$ cat config.mk
export PLATFORM = sky130hd
export DESIGN_NAME = eth_rs_10g_link_fault
export DESIGN_NICKNAME = d
export VERILOG_FILES = /design/src/rtl/eth_rs_10g_link_fault.sv
export SDC_FILE = /design/constraint.sdc
export NUM_CORES = 1
export LEC_CHECK = 0
export ABC_AREA = 1
export CORE_ASPECT_RATIO = 0.5
export CORE_MARGIN = 3
export CORE_UTILIZATION = 39
export DETAILED_ROUTE_END_ITERATION = 8
export PLACE_DENSITY_LB_ADDON = 0.15
export SYNTH_ARGS = -nofsm -noshare
export SYNTH_HDL_FRONTEND = slang
export SYNTH_SLANG_ARGS = --single-unit
$ cat constraint.sdc
create_clock -name clk -period 2 [get_ports clk]
set_input_delay 0.6 -clock clk [delete_from_list [all_inputs] [get_ports clk]]
set_output_delay 0.6 -clock clk [all_outputs]
set_load 0.02 [all_outputs]
$ cat src/rtl/eth_rs_10g_link_fault.sv
// 10G Ethernet reconciliation-sublayer link-fault block.
// RX: detects local/remote fault ordered sets on the PHY XGMII stream, runs the
// link-fault state machine and idles the MAC receive path while a fault is active.
// TX: replaces the MAC transmit stream with remote-fault sequences or idles,
// closing an interrupted frame with an all-/E/ word and waiting for the end of a
// frame before pass-through resumes.
module eth_rs_10g_link_fault #(
  parameter int DATA_WIDTH      = 64,
  parameter int CTRL_WIDTH      = DATA_WIDTH / 8,
  parameter int FAULT_SEQ_COUNT = 4,
  parameter int FAULT_COLUMNS   = 128
) (
  input  logic                  clk,
  input  logic                  rst_n,
  // MAC side
  input  logic [DATA_WIDTH-1:0] mac_xgmii_txd,
  input  logic [CTRL_WIDTH-1:0] mac_xgmii_txc,
  output logic [DATA_WIDTH-1:0] mac_xgmii_rxd,
  output logic [CTRL_WIDTH-1:0] mac_xgmii_rxc,
  // PHY side
  output logic [DATA_WIDTH-1:0] phy_xgmii_txd,
  output logic [CTRL_WIDTH-1:0] phy_xgmii_txc,
  input  logic [DATA_WIDTH-1:0] phy_xgmii_rxd,
  input  logic [CTRL_WIDTH-1:0] phy_xgmii_rxc,
  // status
  input  logic                  phy_rx_status,
  output logic [1:0]            link_fault,
  output logic                  fault_event
);

  // link_fault encodings (also the ordered-set type codes carried in lane 3)
  localparam logic [1:0] LF_OK     = 2'b00;
  localparam logic [1:0] LF_LOCAL  = 2'b01;
  localparam logic [1:0] LF_REMOTE = 2'b10;

  localparam logic [63:0] IDLE_D = 64'h0707070707070707;
  localparam logic [7:0]  IDLE_C = 8'hFF;
  localparam logic [63:0] RF_D   = 64'h0200009C0200009C;
  localparam logic [7:0]  RF_C   = 8'h11;
  localparam logic [63:0] ERR_D  = 64'hFEFEFEFEFEFEFEFE;
  localparam logic [7:0]  ERR_C  = 8'hFF;

  localparam logic [7:0] XG_START = 8'hFB;
  localparam logic [7:0] XG_TERM  = 8'hFD;

  localparam logic [2:0] FSC = 3'(FAULT_SEQ_COUNT);
  localparam logic [7:0] FC  = 8'(FAULT_COLUMNS);

  // Returns the sequence type carried by one 4-lane column, or 00 if none.
  function automatic logic [1:0] seq_of_half(input logic [31:0] d, input logic [3:0] c);
    logic [1:0] t;
    t = 2'b00;
    if (c == 4'b0001 && d[7:0] == 8'h9C && d[23:8] == 16'h0000 &&
        (d[31:24] == 8'h01 || d[31:24] == 8'h02))
      t = d[25:24];
    return t;
  endfunction

  // ---------------------------------------------------------------- RX side
  logic [1:0] seq_h0, seq_h1, seq_det;
  logic [1:0] seq_type_q, seq_type_d;
  logic [2:0] seq_cnt_q, seq_cnt_d;
  logic [7:0] col_cnt_q, col_cnt_d;
  logic [8:0] col_inc;
  logic [1:0] lf_q, lf_d;

  // Lanes 0-3 win when both halves carry a sequence.
  always_comb begin
    seq_h0  = seq_of_half(phy_xgmii_rxd[31:0],  phy_xgmii_rxc[3:0]);
    seq_h1  = seq_of_half(phy_xgmii_rxd[63:32], phy_xgmii_rxc[7:4]);
    seq_det = (seq_h0 != 2'b00) ? seq_h0 : seq_h1;
  end

  // Link-fault state machine: sequence counting inside the column window,
  // timeout clear, and the forced local fault while the PHY is not ready.
  always_comb begin
    seq_type_d = seq_type_q;
    seq_cnt_d  = seq_cnt_q;
    col_cnt_d  = col_cnt_q;
    lf_d       = lf_q;
    col_inc    = {1'b0, col_cnt_q} + 9'd2;
    if (!phy_rx_status) begin
      lf_d      = LF_LOCAL;
      seq_cnt_d = 3'd0;
      col_cnt_d = 8'd0;
    end else if (seq_det != 2'b00) begin
      // A sequence at col_cnt == FAULT_COLUMNS is already outside the window.
      if (seq_det != seq_type_q || col_cnt_q >= FC) begin
        seq_type_d = seq_det;
        seq_cnt_d  = 3'd1;
      end else if (seq_cnt_q < FSC) begin
        seq_cnt_d = seq_cnt_q + 3'd1;
      end
      col_cnt_d = 8'd0;
      if (seq_cnt_d == FSC)
        lf_d = seq_type_d;
    end else begin
      col_cnt_d = (col_inc >= {1'b0, FC}) ? FC : col_inc[7:0];
      if (lf_q != LF_OK && col_cnt_d >= FC) begin
        lf_d      = LF_OK;
        seq_cnt_d = 3'd0;
      end
    end
  end

  // ---------------------------------------------------------------- TX side
  logic frame_q, frame_d;
  logic tx_pass_q, tx_pass_d;
  logic [DATA_WIDTH-1:0] tx_d;
  logic [CTRL_WIDTH-1:0] tx_c;

  // Frame flag follows /S/ and /T/ in lane order, so the last one in a word wins.
  always_comb begin
    frame_d = frame_q;
    for (int i = 0; i < CTRL_WIDTH; i++) begin
      if (mac_xgmii_txc[i] && mac_xgmii_txd[8*i +: 8] == XG_START)
        frame_d = 1'b1;
      else if (mac_xgmii_txc[i] && mac_xgmii_txd[8*i +: 8] == XG_TERM)
        frame_d = 1'b0;
    end
  end

  // TX mux on the registered fault state. frame_q tells whether the MAC is
  // inside a frame before this word: a frame already partly sent is closed with
  // /E/, and after a fault clears a frame in progress is idled until its /T/.
  always_comb begin
    tx_pass_d = (lf_q == LF_OK) && (tx_pass_q || !frame_q);
    if (tx_pass_d) begin
      tx_d = mac_xgmii_txd;
      tx_c = mac_xgmii_txc;
    end else if (lf_q == LF_OK) begin
      tx_d = IDLE_D;
      tx_c = IDLE_C;
    end else if (tx_pass_q && frame_q) begin
      tx_d = ERR_D;
      tx_c = ERR_C;
    end else if (lf_q == LF_LOCAL) begin
      tx_d = RF_D;
      tx_c = RF_C;
    end else begin
      tx_d = IDLE_D;
      tx_c = IDLE_C;
    end
  end

  // ---------------------------------------------------------------- registers
  // State and output registers; reset drops any count or frame and idles both paths.
  always_ff @(posedge clk or negedge rst_n) begin
    if (!rst_n) begin
      seq_type_q    <= LF_OK;
      seq_cnt_q     <= 3'd0;
      col_cnt_q     <= 8'd0;
      lf_q          <= LF_OK;
      fault_event   <= 1'b0;
      frame_q       <= 1'b0;
      tx_pass_q     <= 1'b1;
      mac_xgmii_rxd <= IDLE_D;
      mac_xgmii_rxc <= IDLE_C;
      phy_xgmii_txd <= IDLE_D;
      phy_xgmii_txc <= IDLE_C;
    end else begin
      seq_type_q  <= seq_type_d;
      seq_cnt_q   <= seq_cnt_d;
      col_cnt_q   <= col_cnt_d;
      lf_q        <= lf_d;
      fault_event <= (lf_d != lf_q);
      frame_q     <= frame_d;
      tx_pass_q   <= tx_pass_d;
      if (lf_d == LF_OK) begin
        mac_xgmii_rxd <= phy_xgmii_rxd;
        mac_xgmii_rxc <= phy_xgmii_rxc;
      end else begin
        mac_xgmii_rxd <= IDLE_D;
        mac_xgmii_rxc <= IDLE_C;
      end
      phy_xgmii_txd <= tx_d;
      phy_xgmii_txc <= tx_c;
    end
  end

  assign link_fault = lf_q;

endmodule
# ---- Word level (Yosys, flattened, before mapping)
# Cells that the tools add are included.
dict set report word_totals {
  ff_bits 162
  latchBits 0
  mem_bits_rw 0
  romBits 0
  in_bits 147
  out_inout_bits 147
  elab_cells 129
  memories 0
}
dict set report op_classes {
  addsub 2
  n_mul 0
  div_mod_pow 0
  magnitude_cmp 4
  n_eq_ne 29
  shifts 0
  muxes 44
  bitwise_logic 0
  n_reduce_logical 39
}
# op n
set op_table {}
lappend op_table {{two-way mux 64 bit} 4}
lappend op_table {{equality test 8 bit, second input constant} 18}
lappend op_table {{two-way mux 8 bit} 8}
lappend op_table {{two-way mux 59 bit} 1}
lappend op_table {{logical NOT 16 bit} 2}
lappend op_table {{logical AND 1 bit} 25}
lappend op_table {{two-way mux 3 bit} 7}
lappend op_table {{equality test 8 x 1 -> 1 bit, second input constant} 2}
lappend op_table {{equality test 8 x 2 -> 1 bit, second input constant} 2}
lappend op_table {{>= comparator 8 bit, second input constant} 2}
lappend op_table {{two-way mux 1 bit} 16}
lappend op_table {{two-way mux 2 bit} 8}
lappend op_table {{nonzero test 16 bit} 1}
lappend op_table {{adder 8 x 2 -> 9 bit, second input constant} 1}
lappend op_table {{>= comparator 9 x 8 -> 1 bit, second input constant} 1}
lappend op_table {{equality test 4 x 1 -> 1 bit, second input constant} 2}
lappend op_table {{nonzero test 2 bit} 3}
lappend op_table {{logical NOT 2 bit} 2}
lappend op_table {{logical OR 1 bit} 4}
lappend op_table {{inequality test 2 bit} 2}
lappend op_table {{adder 3 x 1 -> 3 bit, second input constant} 1}
lappend op_table {{equality test 3 bit, second input constant} 1}
lappend op_table {{< comparator 3 bit, second input constant} 1}
lappend op_table {{inequality test 3 x 1 -> 1 bit, second input constant} 1}
lappend op_table {{other kinds (3)} 3}

# ---- Depth between registers and ports, before layout
dict set report depth {
  word_depth 18
  mapped_depth 20
  ltp_nobuf 19
}

# ---- Least setup slack after synthesis
# Ideal clock, no wire load.
dict set report synth_timing {
  path_kind {input-to-reg}
  start {in phy_xgmii_rxd[29]}
  end {reg mac_xgmii_rxd[36]}
  arrival_ns 2.183
  required_time_ns 1.885
  slack_ns -0.298
  cell_stages 17
  cell_sequence {inv_1 nand2_1 nor3_2 nand3_1 nor2_2 nand3_1 nand2_1 nand2_1 nand2_1 nand2_2 nor2_4 nand4_1 nand3_1 nand2_4 nand2_8 buf_8 nor2_2}
}
dict set report synth_between {
  elab_chain_len 17
  word_cells_on_any_way 20
}
# element line_no
set synth_rtl {}
lappend synth_rtl {{from (decl)} 23} ;# input logic [DATA_WIDTH-1:0] phy_xgmii_rxd,
lappend synth_rtl {{equality test 8 x 1 -> 1 bit / equality test 8 x 2 -> 1 bit (equally long branches)} 54} ;# (d[31:24] == 8'h01 || d[31:24] == 8'h02))
lappend synth_rtl {{logical OR 1 bit (*)} 54}
lappend synth_rtl {{logical AND 1 bit (*)} 53} ;# if (c == 4'b0001 && d[7:0] == 8'h9C && d[23:8] == 16'h0000 &&
lappend synth_rtl {{two-way mux 2 bit (*)} 53}
lappend synth_rtl {{nonzero test 2 bit} 71} ;# seq_det = (seq_h0 != 2'b00) ? seq_h0 : seq_h1;
lappend synth_rtl {{two-way mux 2 bit (*)} 71}
lappend synth_rtl {{inequality test 2 bit} 88} ;# if (seq_det != seq_type_q || col_cnt_q >= FC) begin
lappend synth_rtl {{logical OR 1 bit} 88}
lappend synth_rtl {{two-way mux 3 bit} 88}
lappend synth_rtl {{two-way mux 3 bit} 86} ;# end else if (seq_det != 2'b00) begin
lappend synth_rtl {{two-way mux 3 bit} 82} ;# if (!phy_rx_status) begin
lappend synth_rtl {{equality test 3 bit} 95} ;# if (seq_cnt_d == FSC)
lappend synth_rtl {{two-way mux 2 bit} 95}
lappend synth_rtl {{two-way mux 2 bit (*)} 86}
lappend synth_rtl {{two-way mux 2 bit (*)} 82}
lappend synth_rtl {{logical NOT 2 bit (*)} 169} ;# if (lf_d == LF_OK) begin
lappend synth_rtl {{two-way mux 64 bit (*)} 169}
lappend synth_rtl {{to (signal assigned)} 170} ;# mac_xgmii_rxd <= phy_xgmii_rxd;
lappend synth_rtl {{to (decl)} 18} ;# output logic [DATA_WIDTH-1:0] mac_xgmii_rxd,
# Every way passes the cells marked *; elsewhere a longest branch is shown, timed or not. The select of a mux whose other input is x is not followed.
# A chain may end at the register's enable or synchronous reset.

# ---- Worst setup path in the final report
dict set report layout_timing {
  start {in phy_xgmii_rxd[15]}
  end {reg mac_xgmii_rxd[2]}
}
dict set report layout_between {
  elab_chain_len 17
  word_cells_on_any_way 19
}
# element line_no
set layout_rtl {}
lappend layout_rtl {{logical NOT 16 bit (*)} 53}
lappend layout_rtl {{logical AND 1 bit (*) (2 in series)} 53}
lappend layout_rtl {{two-way mux 2 bit (*)} 53}
lappend layout_rtl {{nonzero test 2 bit} 71}
lappend layout_rtl {{two-way mux 2 bit (*)} 71}
lappend layout_rtl {{inequality test 2 bit} 88}
lappend layout_rtl {{logical OR 1 bit} 88}
lappend layout_rtl {{two-way mux 3 bit} 88}
lappend layout_rtl {{two-way mux 3 bit} 86}
lappend layout_rtl {{two-way mux 3 bit} 82}
lappend layout_rtl {{equality test 3 bit} 95}
lappend layout_rtl {{two-way mux 2 bit} 95}
lappend layout_rtl {{two-way mux 2 bit (*)} 86}
lappend layout_rtl {{two-way mux 2 bit (*)} 82}
lappend layout_rtl {{logical NOT 2 bit (*)} 169}
lappend layout_rtl {{two-way mux 64 bit (*)} 169}
# Marks and branches as above.

==> impl_metrics.yaml <==
sta:
  timing.final.crit_period_ps: 2319
  max_freq_mhz: 431.2
  skew_ps: 10.33
  relSlewSlack_pct: 66.08
  setup_slack_ps: -319.2
  hold_violations: 0
  holdWs_ps: 113.5
  timing.final.crit_share_pct: 116.0
  slew_violations: 0
  setup_violations: 86
  worstMarginPinSlew_ps: 508.7
  rsz0062_at_grt: "true"
die:
  die-area_mm2: 0.01970
  core_mm2: 0.01697
  die_height_um: 100.8
  rows: 33
  start_util_pct: 41.27
  die_w_um: 195.5
  io_pins: 294
power_and_ir_drop:
  ir_worst_vdd_mv: 0.6295
  p_leak_uw: 0.006694
  power_density_mw_per_mm2: 604.7
setup_path:
  cp_data_required_time_ps: 2340
  worstSetupStartpointType: "primary input"
  cpMostUsedCell: "nand3_2"
  crit_chain: "clkdlybuf4s15_2, nor2_2, nand4_1, nor2_4, nand3_2, nand2_4, nand3_4, buf_4, nand3_2, nor2_4, nand4_1, nand3_2, nand2_4, buf_6, buf_12, nand3b_1"
  crit_type: "in -> reg"
  path_buf_inv: 4
  slowest_stage: "clkdlybuf4s15_2"
  cp_max_fo: 12
  end_kind: "flip-flop"
  arrival_ps: 2660
  worst_path_largest_cell_delay_ps: 200
  cp_top_family: "simple AND/OR/NAND/NOR gates"
global_routing:
  global_route.usage.met2_pct: 42.92
  antenna_found_initial: 0
  grt_pass1_wl_um: 36430
  top_usage_layer: "met2"
  grt.overflow.total: 0
  use_met1_pct: 27.83
  grtUsageMet3_pct: 7.179
  grt_use_total_pct: 23.67
  grt_max_degree: 48
  grt_pass1_vias: 7034
synthesis:
  synth_compound_area_share_pct: 4.001
  synth_top_area_share_pct: 34.30
  yosys.area_share.simple_pct: 27.26
  post-synth-top-count-cell: "nand2_1"
  synthTopCellsByArea: "dfrtp_1 34%, dfstp_2 24%, nand2_1 8.5%, inv_1 6.4%, nor2_2 3.8%"
  synthAdderAreaFrac_pct: 0.5359
  synth_largest_area_cell: "dfrtp_1"
  synth_fp_nets: 915
  synth_cell_types: 41
  synth_xor_area_share_pct: 0.5002
  synth_cells: 765
  synth_edf_count: 0
  yosysWarningCount: 0
  synth.area.mux_share_pct: 0.1608
  ys_ff_latch: 161
  synth-async-reset-ratio_pct: 100.0
  synth_commonest_cells: "159 x nand2_1, 120 x inv_1, 96 x dfrtp_1, 69 x nor2_1, 65 x dfstp_2"
  avgSynthCellArea_um2: 9.156
  synth_top_family_by_area: "simple AND/OR/NAND/NOR gates"
  yosysSeqAreaShare_pct: 58.68
  syn_area_mm2: 0.007004
  yosys_most_used_dff: "dfrtp_1"
flow_run:
  max_cap_viol_count: 0
layout:
  area_growth_syn_to_layout_pct: 81.46
  post-route-util_pct: 74.89
  final_nets: 1371
  drive_gt1_share_pct: 41.65
  n_antenna_cell: 0
  instances_no_fill: 1461
clocking:
  insertion_delay_ps: 420
  cts_hold_buf: 0
  cts-root-buf: "clkbuf_16"
  cts.sinks: 161
  cts_tree: "yes"
  cts_buffer_depth: 2
  cts_buffers: 17
  cts.htree.levels: 4
  cts.clk_slew.worst_paths_ps: 70
run_status:
  violations: "negative setup slack"
  status: "finished with violations"
detailed_routing:
  routed_wirelength_um: 24630
  dr.pass1.iters: 5
  remaining_drc_errors: 0
  antenna_left: 0
  drt-initial-drc-count: 199
  route.vias.total: 6945
  vias_per_cell: 4.754
  wl_per_cell_um: 16.86
placed_design:
  gp_congestion: 0.8125
  placed_cells_incl_taps: 1387
  dp_hpwl_um: 16900
  numPortBuffers: 293
  place_worst_setup_slack_ps: -1127
hold_path:
  hold_class: "in -> async"
[cell families after synthesis]
kind of cell / count (synthesis)
compound gates: 50
xor+xnor: 4
fa+ha+maj: 3
buf+inv: 146
flops: 161
mux: 1
simple gates: 400
[path summary, 6_finish.rpt]
check	cells after the start	slack [ps]	from	endpoint
worst min-delay path	1	110	rst_n	phy_xgmii_txd[12]
max in group asynchronous	2	1240	rst_n	phy_xgmii_txd[58]
worst max-delay path	16	-320	phy_xgmii_rxd[15]	mac_xgmii_rxd[2]
min in group clk	3	410	phy_xgmii_rxd[11]	mac_xgmii_rxd[11]
worst min register to register	2	550	col_cnt_q[1]	col_cnt_q[1]
worst max register to register	13	-190	col_cnt_q[1]	mac_xgmii_rxd[12]
[timing repair]
action                     in CTS  in global routing
pin swaps                      91                 93
setup buffers                  29                 12
setup endpoints to repair     157                114
gates resized for setup       364                198
cloned                          2                  3
[layer usage]
metal | up-vias | wire, um
met5 | - | 0
met4 | 0 | 352
met3 | 28 | 1851
met2 | 214 | 12790
met1 | 3393 | 9639
li1 | 3310 | -
[power by group]
part	switching [uW]	total, uW	internal, uW
registers	15.0	3290	3280
logic	375	784	408
clock network	1330	3610	2280
total	1720	7690	5970
[flip-flops by register name, indices dropped and copies added, names as in the netlist]
signal,flops
col_cnt_q,7
fault_event,1
frame_q,1
link_fault,2
mac_xgmii_rxc,8
mac_xgmii_rxd,64
phy_xgmii_txc,8
phy_xgmii_txd,64
seq_cnt_q,3
seq_type_q,2
tx_pass_q,1
[layout make-up]
cell class,instances,area [um2]
Sequential cell,161,4110
Multi-Input combinational cell,458,3023
Fill cell,1181,4260
Tap cell,227,284.0
Clock buffer,22,464.2
Timing Repair Buffer,458,4148
Clock inverter,10,182.7
Inverter,125,498.0
[placed cells by master (no fill, tap or decap), types with 26 or more instances in the layout]
| cell type | instances |
|---|---|
| buf_2 | 32 |
| buf_4 | 141 |
| clkdlybuf4s50_1 | 104 |
| dfrtp_1 | 96 |
| dfstp_2 | 65 |
| dlygate4sd2_1 | 71 |
| dlymetal6s2s_1 | 45 |
| inv_1 | 97 |
| nand2_1 | 131 |
| nand2_2 | 26 |
| nand3_1 | 32 |
| nand4_1 | 26 |
| nor2_2 | 35 |
| nor2_4 | 52 |
| o21ai_0 | 35 |
[through the flow]
step                TNS [ps]  instance area [um2]  total power (uW)
finish                -22470                12710              7685
global route          -34340                12710              7943
CTS                   -17990                12250              7684
detailed placement    -91990                11190              4058
global placement      -89570                11190              4046
floorplan             -16550                 7074              3484
Note: power is estimated with default switching activity, not from simulation.
